$ cat config.mk
export PLATFORM = sky130hd
export DESIGN_NAME = instruction_prefetch_unit
export DESIGN_NICKNAME = d
export VERILOG_FILES = /design/src/rtl/instruction_prefetch_unit.sv
export SDC_FILE = /design/constraint.sdc
export NUM_CORES = 1
export LEC_CHECK = 0
export CAP_MARGIN = 40
export CORE_UTILIZATION = 60
export CTS_CLUSTER_SIZE = 24
export DETAILED_ROUTE_END_ITERATION = 16
export PLACE_DENSITY = 0.85
export SLEW_MARGIN = 20
export SYNTH_ARGS = -nofsm -noshare
export SYNTH_HDL_FRONTEND = slang
export SYNTH_SLANG_ARGS = --single-unit
export TNS_END_PERCENT = 20
$ cat constraint.sdc
create_clock -name clk -period 6.1 [get_ports clk]
set_clock_uncertainty 0.1 [all_clocks]
set_input_delay 1.83 -clock clk [delete_from_list [all_inputs] [get_ports clk]]
set_output_delay 1.83 -clock clk [all_outputs]
set_load 0.03 [all_outputs]
$ cat src/rtl/instruction_prefetch_unit.sv
// Instruction prefetch unit: fetches bytes from instruction memory into a small FIFO feeding IF/ID.
// Latency: first request 2 edges after reset release; push-to-out_valid 1 cycle; one request in flight at most.
// Backpressure: out_ready low lets the FIFO fill; fetching stops at DEPTH entries and resumes after a pop.
//
// Ports:
//   clk, reset                      clock, asynchronous active-high reset
//   imem_req, imem_addr             read request toward instruction memory (held stable until imem_ack)
//   imem_ack, imem_rdata            memory accept; read data valid in the same cycle
//   out_valid, out_ready            handshake toward decode; out_instr / out_pc carry the FIFO head
//   redirect_valid, redirect_pc     flush the FIFO and restart fetching at redirect_pc
//   fifo_count                      occupied FIFO entries, 0..DEPTH
// Parameter DEPTH: FIFO entries, 2 or 4.
// Optional macro PREFETCH_JUMP_PREDECODE_EN: pushed opcode 2'b10 redirects sequential fetch to its
// 6-bit target within the current 64-byte page; without it fetch is always pc+1.

module instruction_prefetch_unit #(
  parameter int DEPTH = 4
) (
  input  logic       clk,
  input  logic       reset,
  output logic       imem_req,
  output logic [7:0] imem_addr,
  input  logic       imem_ack,
  input  logic [7:0] imem_rdata,
  output logic       out_valid,
  input  logic       out_ready,
  output logic [7:0] out_instr,
  output logic [7:0] out_pc,
  input  logic       redirect_valid,
  input  logic [7:0] redirect_pc,
  output logic [2:0] fifo_count
);

  localparam logic [2:0] DEPTH_C = 3'(DEPTH);

  typedef enum logic [1:0] {
    S_IDLE = 2'd0,
    S_REQ  = 2'd1,
    S_DROP = 2'd2
  } state_t;

  state_t     state;
  logic       started;   // holds off the first request by one edge after reset release
  logic [7:0] fetch_pc;
  logic [2:0] count;
  logic [7:0] ent_instr [DEPTH];
  logic [7:0] ent_pc    [DEPTH];

  logic       push;
  logic       pop;
  logic [2:0] count_after;
  logic [2:0] wr_idx;
  logic [7:0] pc_next;

  always_comb begin
    pop         = (count != 3'd0) && out_ready;
    push        = (state == S_REQ) && imem_ack && !redirect_valid;
    count_after = count + {2'b00, push} - {2'b00, pop};
    // Head entry shifts out before the new entry lands, so write just past the surviving data.
    wr_idx      = count - {2'b00, pop};
    // imem_addr is the PC of the instruction being pushed (held stable throughout REQ).
    pc_next     = imem_addr + 8'd1;
`ifdef PREFETCH_JUMP_PREDECODE_EN
    if (imem_rdata[7:6] == 2'b10) begin
      pc_next = {imem_addr[7:6], imem_rdata[5:0]};
    end
`endif
  end

  // Fetch FSM; imem_req / imem_addr are registered alongside the state.
  always_ff @(posedge clk or posedge reset) begin
    if (reset) begin
      state     <= S_IDLE;
      started   <= 1'b0;
      fetch_pc  <= 8'h00;
      imem_req  <= 1'b0;
      imem_addr <= 8'h00;
    end else begin
      started <= 1'b1;
      case (state)
        S_IDLE: begin
          if (redirect_valid) begin
            fetch_pc <= redirect_pc;
          end else if (started && (count < DEPTH_C)) begin
            state     <= S_REQ;
            imem_req  <= 1'b1;
            imem_addr <= fetch_pc;
          end
        end
        S_REQ: begin
          if (redirect_valid) begin
            fetch_pc <= redirect_pc;
            if (imem_ack) begin
              // Response arrives with the redirect: nothing left to discard later.
              state    <= S_IDLE;
              imem_req <= 1'b0;
            end else begin
              state <= S_DROP;
            end
          end else if (imem_ack) begin
            fetch_pc <= pc_next;
            if (count_after < DEPTH_C) begin
              imem_addr <= pc_next;
            end else begin
              state    <= S_IDLE;
              imem_req <= 1'b0;
            end
          end
        end
        S_DROP: begin
          // The stale request stays on the bus until acked; only fetch_pc tracks new redirects.
          if (redirect_valid) begin
            fetch_pc <= redirect_pc;
          end
          if (imem_ack) begin
            state    <= S_IDLE;
            imem_req <= 1'b0;
          end
        end
        default: begin
          state    <= S_IDLE;
          imem_req <= 1'b0;
        end
      endcase
    end
  end

  // Shift-register FIFO: entry 0 is always the head, so outputs come straight from flops.
  always_ff @(posedge clk or posedge reset) begin
    if (reset) begin
      count <= 3'd0;
      for (int i = 0; i < DEPTH; i++) begin
        ent_instr[i] <= 8'h00;
        ent_pc[i]    <= 8'h00;
      end
    end else if (redirect_valid) begin
      count <= 3'd0;
    end else begin
      if (pop) begin
        for (int i = 0; i < DEPTH - 1; i++) begin
          ent_instr[i] <= ent_instr[i+1];
          ent_pc[i]    <= ent_pc[i+1];
        end
      end
      if (push) begin
        for (int i = 0; i < DEPTH; i++) begin
          if (wr_idx == 3'(i)) begin
            ent_instr[i] <= imem_rdata;
            ent_pc[i]    <= imem_addr;
          end
        end
      end
      count <= count_after;
    end
  end

  assign out_valid  = (count != 3'd0);
  assign out_instr  = ent_instr[0];
  assign out_pc     = ent_pc[0];
  assign fifo_count = count;

endmodule

-- Word-level counts from Yosys, hierarchy flattened
Index checks and enable logic that the tools add are counted.
Widths: inputs -> output; s select.
- bitwise gates (word level): 1
- $lt $le $gt $ge: 2
- reduce and logical (&&, ||, !) cells: 16
- $add $sub $neg: 4
- multiplexer cells: 38
- eq/ne operators: 14
- operator list (kind ; number):
    $mux 8 ; 16
    $mux 32 ; 2
    $mux 24 ; 2
    $pmux 8 s2 ; 2
    $mux 2 ; 7
    $ne 2x2->1 const B ; 5
    $add 8x1->8 const B ; 1
    $eq 3x2->1 const B ; 2
    $lt 3x3->1 const B ; 2
    $mux 1 ; 6
    $ne 3x3->1 const B ; 2
    $pmux 2 s3 ; 1
    $reduce_and 3->1 ; 2
    $reduce_and 6->1 ; 1
    $sub 3x1->3 ; 2
    $reduce_and 5->1 ; 1
    $logic_and 1x1->1 ; 4
    $ne 2x1->1 const B ; 2
    $reduce_and 4->1 ; 1
    $reduce_bool 2->1 ; 2
    $add 3x1->3 ; 1
    $eq 3x1->1 const B ; 1
    $logic_not 3->1 ; 1
    $mux 3 ; 1
    other kinds (8) ; 8
- input bits: 21
- word-level logic and storage cells: 89
- flip-flop bits (word level): 87
- output and inout bits: 29

-- Depth between registers and ports, before layout
Gate-level depths: netlist of the first run.
- depth in word-level cells: 10
- gate-level depth with buffers: 12
- gate-level depth less buffers: 11

-- Worst setup path before layout of the first run
OpenSTA, ideal clock, no wires.
- path type: input port to flip-flop
- from: in redirect_valid
- to: reg imem_addr[2]
- arrival time: 3.901 ns
- path buffers: 0
- slack: 1.959 ns
- required time: 5.860 ns
- library setup time: 0.140 ns
- stages: 11
- cells stage by stage: and4bb_2 > inv_4 > ha_1 > inv_1 > ha_1 > inv_1 > fa_1 > xnor3_1 > a21oi_2 > a2111oi_0 > a211oi_1
- word-level cells in the longest chain between the ends: 7
- elaborated cells between the ends (all ways): 9
- classes of those cells: add/sub: 2; order compare: 1; eq/ne: 3; reduce/logical: 3
- RTL lines (what ; line ; source):
    start: declaration ; 29 ; input logic redirect_valid,
    $logic_not 1->1 ; 57 ; push = (state == S_REQ) && imem_ack && !redirect_valid;
    $logic_and 1x1->1 ; 57 ;
    $add 3x1->3 ; 58 ; count_after = count + {2'b00, push} - {2'b00, pop};
    $sub 3x1->3 ; 58 ;
    $lt 3x3->1 ; 102 ; if (count_after < DEPTH_C) begin
    $ne 2x1->1 (no line) ; -- ;
    $reduce_and 6->1 (no line) * ; -- ;
    end signal: assignment ; 87 ; imem_addr <= fetch_pc;
    end signal: assignment ; 103 ; imem_addr <= pc_next;
    end: declaration ; 22 ; output logic [7:0] imem_addr,
Mark *: on every way between the ends. The rest lies on a longest branch, timed or not.
A chain may end at the register's enable or synchronous reset.

-- Final worst setup path of the first run
- from: in imem_ack
- to: reg imem_addr[2]
- word-level cells in the longest chain between the ends: 7
- elaborated cells between the ends (all ways): 8
- classes of those cells: add/sub: 2; order compare: 1; eq/ne: 2; reduce/logical: 3
- RTL lines (what ; line ; source):
    start: declaration ; 23 ; input logic imem_ack,
    $logic_and 1x1->1 (2 in a row) ; 57 ;
    $add 3x1->3 ; 58 ;
    $sub 3x1->3 ; 58 ;
    $lt 3x3->1 ; 102 ;
    $ne 2x1->1 (no line) ; -- ;
    $reduce_and 6->1 (no line) * ; -- ;
Marks and branches as above.

==> flow_summary.json, run 1 <==
{
  "cts_tree": "built",
  "ys_ff_latch": 87,
  "cts.sink_count": 87,
  "io_pins": 50,
  "avgSynthCellArea_sq_um": 11.07,
  "cts_made_buffers": 9,
  "min_path_type": "register to register",
  "setup_slack_ns": 1.499,
  "r2r-start": "fifo_count[1]",
  "p_int_mw": 1.417,
  "routedWlPerCell_um": 19.15,
  "synth_cell_types": 52,
  "finalCriticalPeriod_ns": 4.601,
  "dieArea_sq_um": 7613,
  "ctsResizeCount": 0,
  "p_sw_uw": 980.8,
  "area_growth_pct": 14.32,
  "regArea_sq_um": 2177,
  "core_sq_um": 6907,
  "num_rows": 30,
  "synth-seq-area-share": 0.4993,
  "die_h_um": 87.25,
  "ir_drop_mv": 0.2467,
  "port_buffers": 49,
  "multiInputGateArea_sq_um": 1849,
  "root_buffer": "clkbuf_8",
  "synth_cells": 394,
  "finalNonFillerCells": 517,
  "htree_levels": 3,
  "end_kind": "register",
  "status": "complete, no violations",
  "cts_buffer_depth": 2,
  "drtIter0Drc": 325,
  "grt_max_degree": 47,
  "grt_antenna_before_repair": 0,
  "cts_hold_buffers": 0,
  "yosys.area.top_type_share": 0.4993,
  "viasPerCell": 6.433,
  "vias": 3326,
  "crit_arrival_ns": 4.72,
  "switching_share": 0.4090,
  "start_util": 0.6313,
  "antenna_left": 0,
  "placed_cells": 501,
  "synth-edff-count": 0,
  "final-setup-viol-count": 0,
  "slew_viol_final": 0,
  "tightest_slew_ns": 0.7538,
  "yosysTopAreaCell": "dfrtp_1",
  "fillers": 485,
  "synth_warnings": 0,
  "n_antenna_cell": 0,
  "grt_pass1_wl_um": 16230,
  "wirelength_um": 9899,
  "cp.required_ns": 6.22,
  "max_cap_viol_count": 0,
  "finalHoldViolations": 0,
  "fin_tns_setup_ns": 0,
  "async_reset_ff_frac": 1.000,
  "p_leak_nw": 2.104,
  "layout_commonest_cell": "dfrtp_1",
  "drt_pass1_iterations": 5,
  "powerDensity_nw_per_um2": 481.1,
  "fin_area_sq_um": 4985,
  "fin_nets": 443,
  "grt_remaining_overflow": 0,
  "post-route-period-util": 0.7543,
  "setup.worst_path.start": "imem_ack",
  "rsz0062_at_grt": "false",
  "layout_common_cells": "dfrtp_1, clkdlybuf4s50_1, a22oi_1, o2bb2ai_1, nor2_1",
  "die_width_um": 87.25,
  "power_frac_comb": 0.416,
  "max_freq_mhz": 217.3,
  "grt_use_total": 0.2851,
  "place_congestion": 0.8160,
  "place_area_sq_um": 4773,
  "path_clk_slew_ns": 0.08,
  "worstSkewPairLatency_ns": 0.36,
  "slew_headroom": 0.4959,
  "dp_slack_ns": 1.309,
  "synth_area_leaders": "dfrtp_1, o2bb2ai_1, a22oi_1",
  "netlist_area_sq_um": 4360,
  "clock_power_share": 0.176,
  "synthesis.nets": 421,
  "path_class": "primary input to register",
  "seq_power_share": 0.408,
  "dpl.hpwl_um": 6440,
  "postCtsSetupBuffers": 0,
  "grt_pass1_vias": 3128,
  "synth_flop_cell": "dfrtp_1",
  "crit_fanout": 7,
  "drive_gt1_frac": 0.1235,
  "hp-start": "fetch_pc[4]",
  "route.detailed.drc": 0,
  "start_kind": "primary input"
}
[per-layer routing]
layer | track usage | up-vias | routed length (um)
met5 | 0 | - | 0
met1 | 0.4219 | 1642 | 4187
met4 | 0.1148 | 0 | 198
met3 | 0.04550 | 18 | 831
met2 | 0.4212 | 189 | 4682
li1 | - | 1477 | -
[sequential cells by signal, indices dropped and copies added (netlist names)]
signal / count
ent_instr: 24
ent_pc: 24
fetch_pc: 8
fifo_count: 3
imem_addr: 8
imem_req: 1
out_instr: 8
out_pc: 8
started: 1
state: 2
[cell type report]
cell class | instances | area share
tap | 96 | 0.02410
inverter | 10 | 0.008283
clock inverter | 6 | 0.01481
sequential | 87 | 0.4367
timing repair buffer | 59 | 0.1175
multi-input combinational | 249 | 0.3710
clock buffer | 10 | 0.02761
[kinds of logic after synthesis]
family / count (synthesis) / share of synthesized area
DFF: 87 / 0.4993
buffers and inverters: 58 / 0.07661
AOI/OAI and AO/OA: 127 / 0.2075
adders and majority gates: 6 / 0.01894
and+or+nand+nor: 68 / 0.08437
xor gates and xnor gates: 11 / 0.02525
other: 1 / 0.0008600
muxes: 36 / 0.08723
[path summary, 6_finish.rpt]
path	endpoint	cells past startpoint	slack, ns
min in group asynchronous	out_instr[2]	2	1.72
max in group asynchronous	ent_pc[6]	3	3.42
worst max register to register	imem_addr[2]	11	2.68
worst max-delay path	imem_addr[2]	12	1.50
worst min register to register	fetch_pc[4]	2	0.39
worst min-delay path	fetch_pc[4]	2	0.39
[critical path: stages]
cell and delay [ns]:
clkdlybuf4s50_1 0.50, and4bb_2 0.31, inv_4 0.08, ha_1 0.28
inv_1 0.06, ha_1 0.13, inv_1 0.04, fa_1 0.40
xnor3_1 0.31, a21oi_2 0.14, a2111oi_0 0.53, a211oi_1 0.11
[power by group through the flow]
stage	sequential, mW	clock [mW]	combinational, mW
floorplan	0.950	0	0.736
global placement	0.969	0	0.938
detailed placement	0.983	0	0.983
CTS	0.975	0.428	0.992
global route	1.01	0.449	1.07
finish	0.978	0.423	0.996
[per-stage QoR]
step | util | hold slack, ns | total power, mW
2_1_floorplan | - | 0.3447 | 1.686
3_3_place_gp | 0.6850 | 0.3640 | 1.907
3_5_place_dp | 0.6911 | 0.3724 | 1.966
4_1_cts | 0.7217 | 0.3934 | 2.395
5_1_grt | 0.7217 | 0.4109 | 2.526
6_report | 0.7217 | 0.3890 | 2.398
[cell usage after synthesis, types with 3 or more instances]
library cell,number
mux2i_1,20
nor2b_1,3
a32oi_1,3
mux2_2,16
buf_6,4
nor2_1,25
dfrtp_1,87
o22ai_1,3
ha_1,5
buf_4,20
a211oi_1,4
clkbuf_1,16
a2bb2oi_1,3
inv_1,9
nand3_1,4
a22oi_1,32
nand2_1,14
xor2_1,4
a21oi_1,24
and2_1,3
o2bb2ai_1,32
buf_2,7
xnor2_1,6
o21ai_0,16
Note: power is estimated with default switching activity, not from simulation.
==> inputs of run 2 (changes only) <==
--- a/config.mk
+++ b/config.mk
@@ -6,10 +6,10 @@
 export NUM_CORES = 1
 export LEC_CHECK = 0
 export CAP_MARGIN = 40
-export CORE_UTILIZATION = 60
+export CORE_UTILIZATION = 51
 export CTS_CLUSTER_SIZE = 24
 export DETAILED_ROUTE_END_ITERATION = 16
-export PLACE_DENSITY = 0.85
+export PLACE_DENSITY = 0.76
 export SLEW_MARGIN = 20
 export SYNTH_ARGS = -nofsm -noshare
 export SYNTH_HDL_FRONTEND = slang
==> constraint.sdc (replaced) <==
create_clock -name clk -period 4 [get_ports clk]
set_clock_uncertainty 0.1 [all_clocks]
set_input_delay 1.2 -clock clk [delete_from_list [all_inputs] [get_ports clk]]
set_output_delay 1.2 -clock clk [all_outputs]
set_load 0.03 [all_outputs]
==> flow_summary.json, run 2 (same netlist as run 1, synthesis figures left out) <==
{
  "drt_pass1_iterations": 5,
  "grt_remaining_overflow": 0,
  "ctsResizeCount": 0,
  "max_freq_mhz": 265.1,
  "vias": 3197,
  "n_antenna_cell": 0,
  "ir_drop_mv": 0.2594,
  "dieArea_sq_um": 8924,
  "largestRegisters": "ent_instr x24, ent_pc x24",
  "r2r_cells": 12,
  "crit_fanout": 5,
  "grt_antenna_before_repair": 0,
  "grt_use_total": 0.2233,
  "fillers": 668,
  "cp_top_family": "adder cells",
  "grt_pass1_wl_um": 15410,
  "grt_max_degree": 88,
  "p_leak_nw": 2.114,
  "slew_headroom": 0.4694,
  "worstPathCellList": "clkdlybuf4s50_1, and4bb_2, inv_4, ha_1, inv_1, ha_1, inv_1, fa_1, xnor3_1, a21oi_2, buf_4, nor2_1, a2bb2oi_1",
  "hp-start": "fetch_pc[2]",
  "hold_depth": 2,
  "r2r-end": "imem_addr[6]",
  "whs_endpoint": "fetch_pc[2]",
  "min_path_type": "register to register",
  "start_util": 0.5280,
  "hold_slack_ns": 0.3873,
  "core_sq_um": 8258,
  "post-route-period-util": 0.9429,
  "max_cap_viol_count": 0,
  "crit_buf_inv": 5,
  "root_buffer": "clkbuf_8",
  "reg2reg_slack_ns": 0.89,
  "routedWlPerCell_um": 17.70,
  "layout_commonest_cell": "dfrtp_1",
  "drive_gt1_frac": 0.1318,
  "tightest_slew_ns": 0.7906,
  "worstSkewPairLatency_ns": 0.35,
  "final-setup-viol-count": 0,
  "cts_buffer_depth": 2,
  "layout_common_cells": "dfrtp_1, clkdlybuf4s50_1, a22oi_1, o2bb2ai_1, nor2_1",
  "cts.sink_count": 87,
  "grt_pass1_vias": 3026,
  "io_pins": 50,
  "htree_levels": 3,
  "cp_slowest_cell": "clkdlybuf4s50_1",
  "finalHoldViolations": 0,
  "setup_slack_ns": 0.2285,
  "cts_tree": "built",
  "fin_nets": 447,
  "crit_arrival_ns": 3.89,
  "path_clk_slew_ns": 0.09,
  "status": "complete, no violations",
  "die_width_um": 94.47,
  "cts_made_buffers": 9,
  "antenna_left": 0,
  "num_rows": 33,
  "cts_hold_buffers": 0,
  "rsz0062_at_grt": "false",
  "viasPerCell": 6.032,
  "finalCoreUtilization": 0.6080,
  "area_growth_pct": 15.15,
  "slowest_delay_ns": 0.41,
  "slew_viol_final": 0,
  "path_class": "primary input to register",
  "drtIter0Drc": 208,
  "powerDensity_nw_per_um2": 729.4,
  "port_buffers": 49,
  "postCtsSetupBuffers": 0,
  "dp_slack_ns": -0.09343,
  "die_h_um": 94.47,
  "end_kind": "register",
  "r2r-start": "fifo_count[1]",
  "route.detailed.drc": 0,
  "wirelength_um": 9381,
  "cp.required_ns": 4.12,
  "start_kind": "primary input",
  "finalCriticalPeriod_ns": 3.772,
  "place_congestion": 0.8036,
  "dpl.hpwl_um": 6130
}
-- run 2: through the flow --
stage                     std cells  power (mW)  area (sq um)  setup TNS (ns)
final                           530       3.663          5021               0
after global routing            530       3.872          5021               0
after CTS                       530       3.669          5021               0
after detailed placement        514       3.020          4807         -0.5190
after global placement          514       2.970          4807               0
after floorplan                 394       2.571          4360               0
-- run 2: report_power, final --
part           switching [mW]  total (mW)  internal [mW]
logic                   0.830        1.53          0.697
clock network           0.322       0.650          0.327
registers               0.307        1.49           1.18
-- run 2: final cells by class --
| class | count | area (sq um) | area share |
|---|---|---|---|
| multi-input combinational | 249 | 1849 | 0.3683 |
| inverter | 10 | 41.29 | 0.008223 |
| sequential | 87 | 2177 | 0.4336 |
| clock buffer | 11 | 151.4 | 0.03015 |
| tap | 105 | 131.4 | 0.02616 |
| clock inverter | 5 | 62.56 | 0.01246 |
| timing repair buffer | 63 | 608.1 | 0.1211 |
-- run 2: tightest hold or removal path, stage by stage (launching register included) --
cell and delay, ns:
dfrtp_1 0.35, nand2_1 0.05, o21ai_0 0.06
-- run 2: worst max-delay path by stage --
stage | from | end | slack [ns] | cells after the start
floorplan | reset | ent_instr[0] | 0.45 | 1
detailed placement | redirect_valid | imem_addr[2] | -0.09 | 12
global route | redirect_valid | imem_addr[2] | 0.05 | 12
CTS | redirect_valid | imem_addr[2] | 0.27 | 12
finish | redirect_valid | imem_addr[6] | 0.23 | 13
global placement | redirect_valid | imem_addr[3] | 0.005 | 13
-- run 2: routing by layer --
layer,global-route usage,vias to the layer above,part of all wire
met4,0.08207,0,0.020
met3,0.02818,18,0.039
li1,-,1483,-
met2,0.3388,102,0.46
met1,0.3284,1594,0.48
met5,0,-,0
==> inputs of run 3 (changes only) <==
--- a/config.mk
+++ b/config.mk
@@ -7,11 +7,12 @@
 export LEC_CHECK = 0
 export CAP_MARGIN = 40
 export CORE_UTILIZATION = 51
+export CTS_CLUSTER_DIAMETER = 100
 export CTS_CLUSTER_SIZE = 24
 export DETAILED_ROUTE_END_ITERATION = 16
+export GPL_TIMING_DRIVEN = 0
 export PLACE_DENSITY = 0.76
 export SLEW_MARGIN = 20
 export SYNTH_ARGS = -nofsm -noshare
 export SYNTH_HDL_FRONTEND = slang
 export SYNTH_SLANG_ARGS = --single-unit
-export TNS_END_PERCENT = 20
==> flow_summary.json, run 3 (same netlist as run 1, synthesis figures left out) <==
{
  "io_pins": 50,
  "max_cap_viol_count": 0,
  "layout_commonest_cell": "dfrtp_1",
  "path_class": "primary input to register",
  "largestRegisters": "ent_instr x24, ent_pc x24",
  "crit_arrival_ns": 4.04,
  "slew_viol_final": 0,
  "p_leak_nw": 2.230,
  "cts_hold_buffers": 0,
  "slew_headroom": 0.5140,
  "grt_use_total": 0.2398,
  "powerDensity_nw_per_um2": 712.6,
  "start_util": 0.5280,
  "grt_pass1_vias": 3131,
  "grt_remaining_overflow": 0,
  "post-route-period-util": 0.9642,
  "status": "complete, no violations",
  "path_clk_slew_ns": 0.10,
  "finalCriticalPeriod_ns": 3.857,
  "finalPower_mw": 3.716,
  "ir_drop_mv": 0.2448,
  "cts_tree": "built",
  "ctsResizeCount": 0,
  "multiInputGateArea_sq_um": 1856,
  "layout_common_cells": "dfrtp_1, clkdlybuf4s50_1, a22oi_1, o2bb2ai_1, nor2_1",
  "drtIter0Drc": 250,
  "drt_pass1_iterations": 5,
  "finalCoreUtilization": 0.6315,
  "vias": 3338,
  "routedWlPerCell_um": 17.54,
  "finalHoldViolations": 0,
  "grt_pass1_wl_um": 16200,
  "n_antenna_cell": 0,
  "cts.sink_count": 87,
  "cp.required_ns": 4.19,
  "min_path_type": "register to register",
  "root_buffer": "clkbuf_8",
  "cts_made_buffers": 9,
  "antenna_left": 0,
  "dpl.hpwl_um": 6906,
  "place_congestion": 0.8843,
  "tightest_slew_ns": 0.7195,
  "end_kind": "register",
  "viasPerCell": 5.908,
  "core_sq_um": 8258,
  "worstSkewPairLatency_ns": 0.37,
  "grt_antenna_before_repair": 0,
  "fin_tns_setup_ns": 0,
  "regArea_sq_um": 2177,
  "num_rows": 33,
  "fin_nets": 482,
  "dp_slack_ns": -0.3101,
  "crit_fanout": 7,
  "htree_levels": 3,
  "route.detailed.drc": 0,
  "die_width_um": 94.47,
  "grt_max_degree": 58,
  "drive_gt1_frac": 0.1630,
  "port_buffers": 49,
  "wirelength_um": 9911,
  "setup_slack_ns": 0.1432,
  "start_kind": "primary input",
  "fillers": 647,
  "die_h_um": 94.47,
  "area_growth_pct": 19.60,
  "max_freq_mhz": 259.3,
  "postCtsSetupBuffers": 0,
  "final-setup-viol-count": 0,
  "dieArea_sq_um": 8924,
  "cts_buffer_depth": 2
}
## run 3: changes by cell type in the layout (fill, tap and decap cells not counted), sizes merged
cell / previous run / this run
buf: 14 / 33
bufinv: 1 / 0
clkbuf: 11 / 25
clkinv: 1 / 2
clkinvlp: 2 / 1
inv: 11 / 14
## run 3: power breakdown
part | internal, mW | switching (mW)
clock | 0.245 | 0.362
combinational | 0.759 | 0.957
sequential | 1.18 | 0.214
## run 3: per-stage QoR
| step | cells | hold WS, ns | area, sq um |
|---|---|---|---|
| floorplan | 394 | 0.3447 | 4360 |
| global placement | 548 | 0.3726 | 4982 |
| detailed placement | 549 | 0.3741 | 5012 |
| CTS | 565 | 0.3997 | 5209 |
| global route | 565 | 0.4128 | 5215 |
| finish | 565 | 0.3941 | 5215 |
## run 3: layer usage
layer | track usage | vias up | part of all wire
met3 | 0.04750 | 17 | 0.048
met2 | 0.3484 | 92 | 0.45
met5 | 0 | - | 0
met1 | 0.3640 | 1668 | 0.48
met4 | 0.06692 | 0 | 0.016
li1 | - | 1561 | -
## run 3: final timing paths
| kind | start | to | slack, ns | depth (start not counted) |
|---|---|---|---|---|
| max reg2reg | fifo_count[1] | imem_addr[7] | 0.72 | 11 |
| max | imem_ack | imem_addr[7] | 0.14 | 12 |
| min reg2reg | out_instr[7] | out_instr[7] | 0.39 | 1 |
| max in group asynchronous | reset | ent_pc[22] | 2.12 | 3 |
| min | out_instr[7] | out_instr[7] | 0.39 | 1 |
| min in group asynchronous | reset | out_instr[5] | 1.08 | 2 |
## run 3: worst max-delay path: stages
cell and delay, ns:
clkdlybuf4s50_1 0.50, and4bb_2 0.32, inv_4 0.08, ha_1 0.28, inv_1 0.06, ha_1 0.13, inv_1 0.05, fa_1 0.41
xnor3_1 0.25, a21oi_2 0.39, nor2_1 0.19, a2bb2oi_1 0.20
## run 3: final cells by class
cell class	count	share of cell area
well taps	105	0.02519
inverters	10	0.008157
repair buffers	50	0.09933
multi-input cells	249	0.3558
plain buffers	48	0.05638
clock buffers	9	0.02375
flip-flops and latches	87	0.4175
clock inverters	7	0.01392
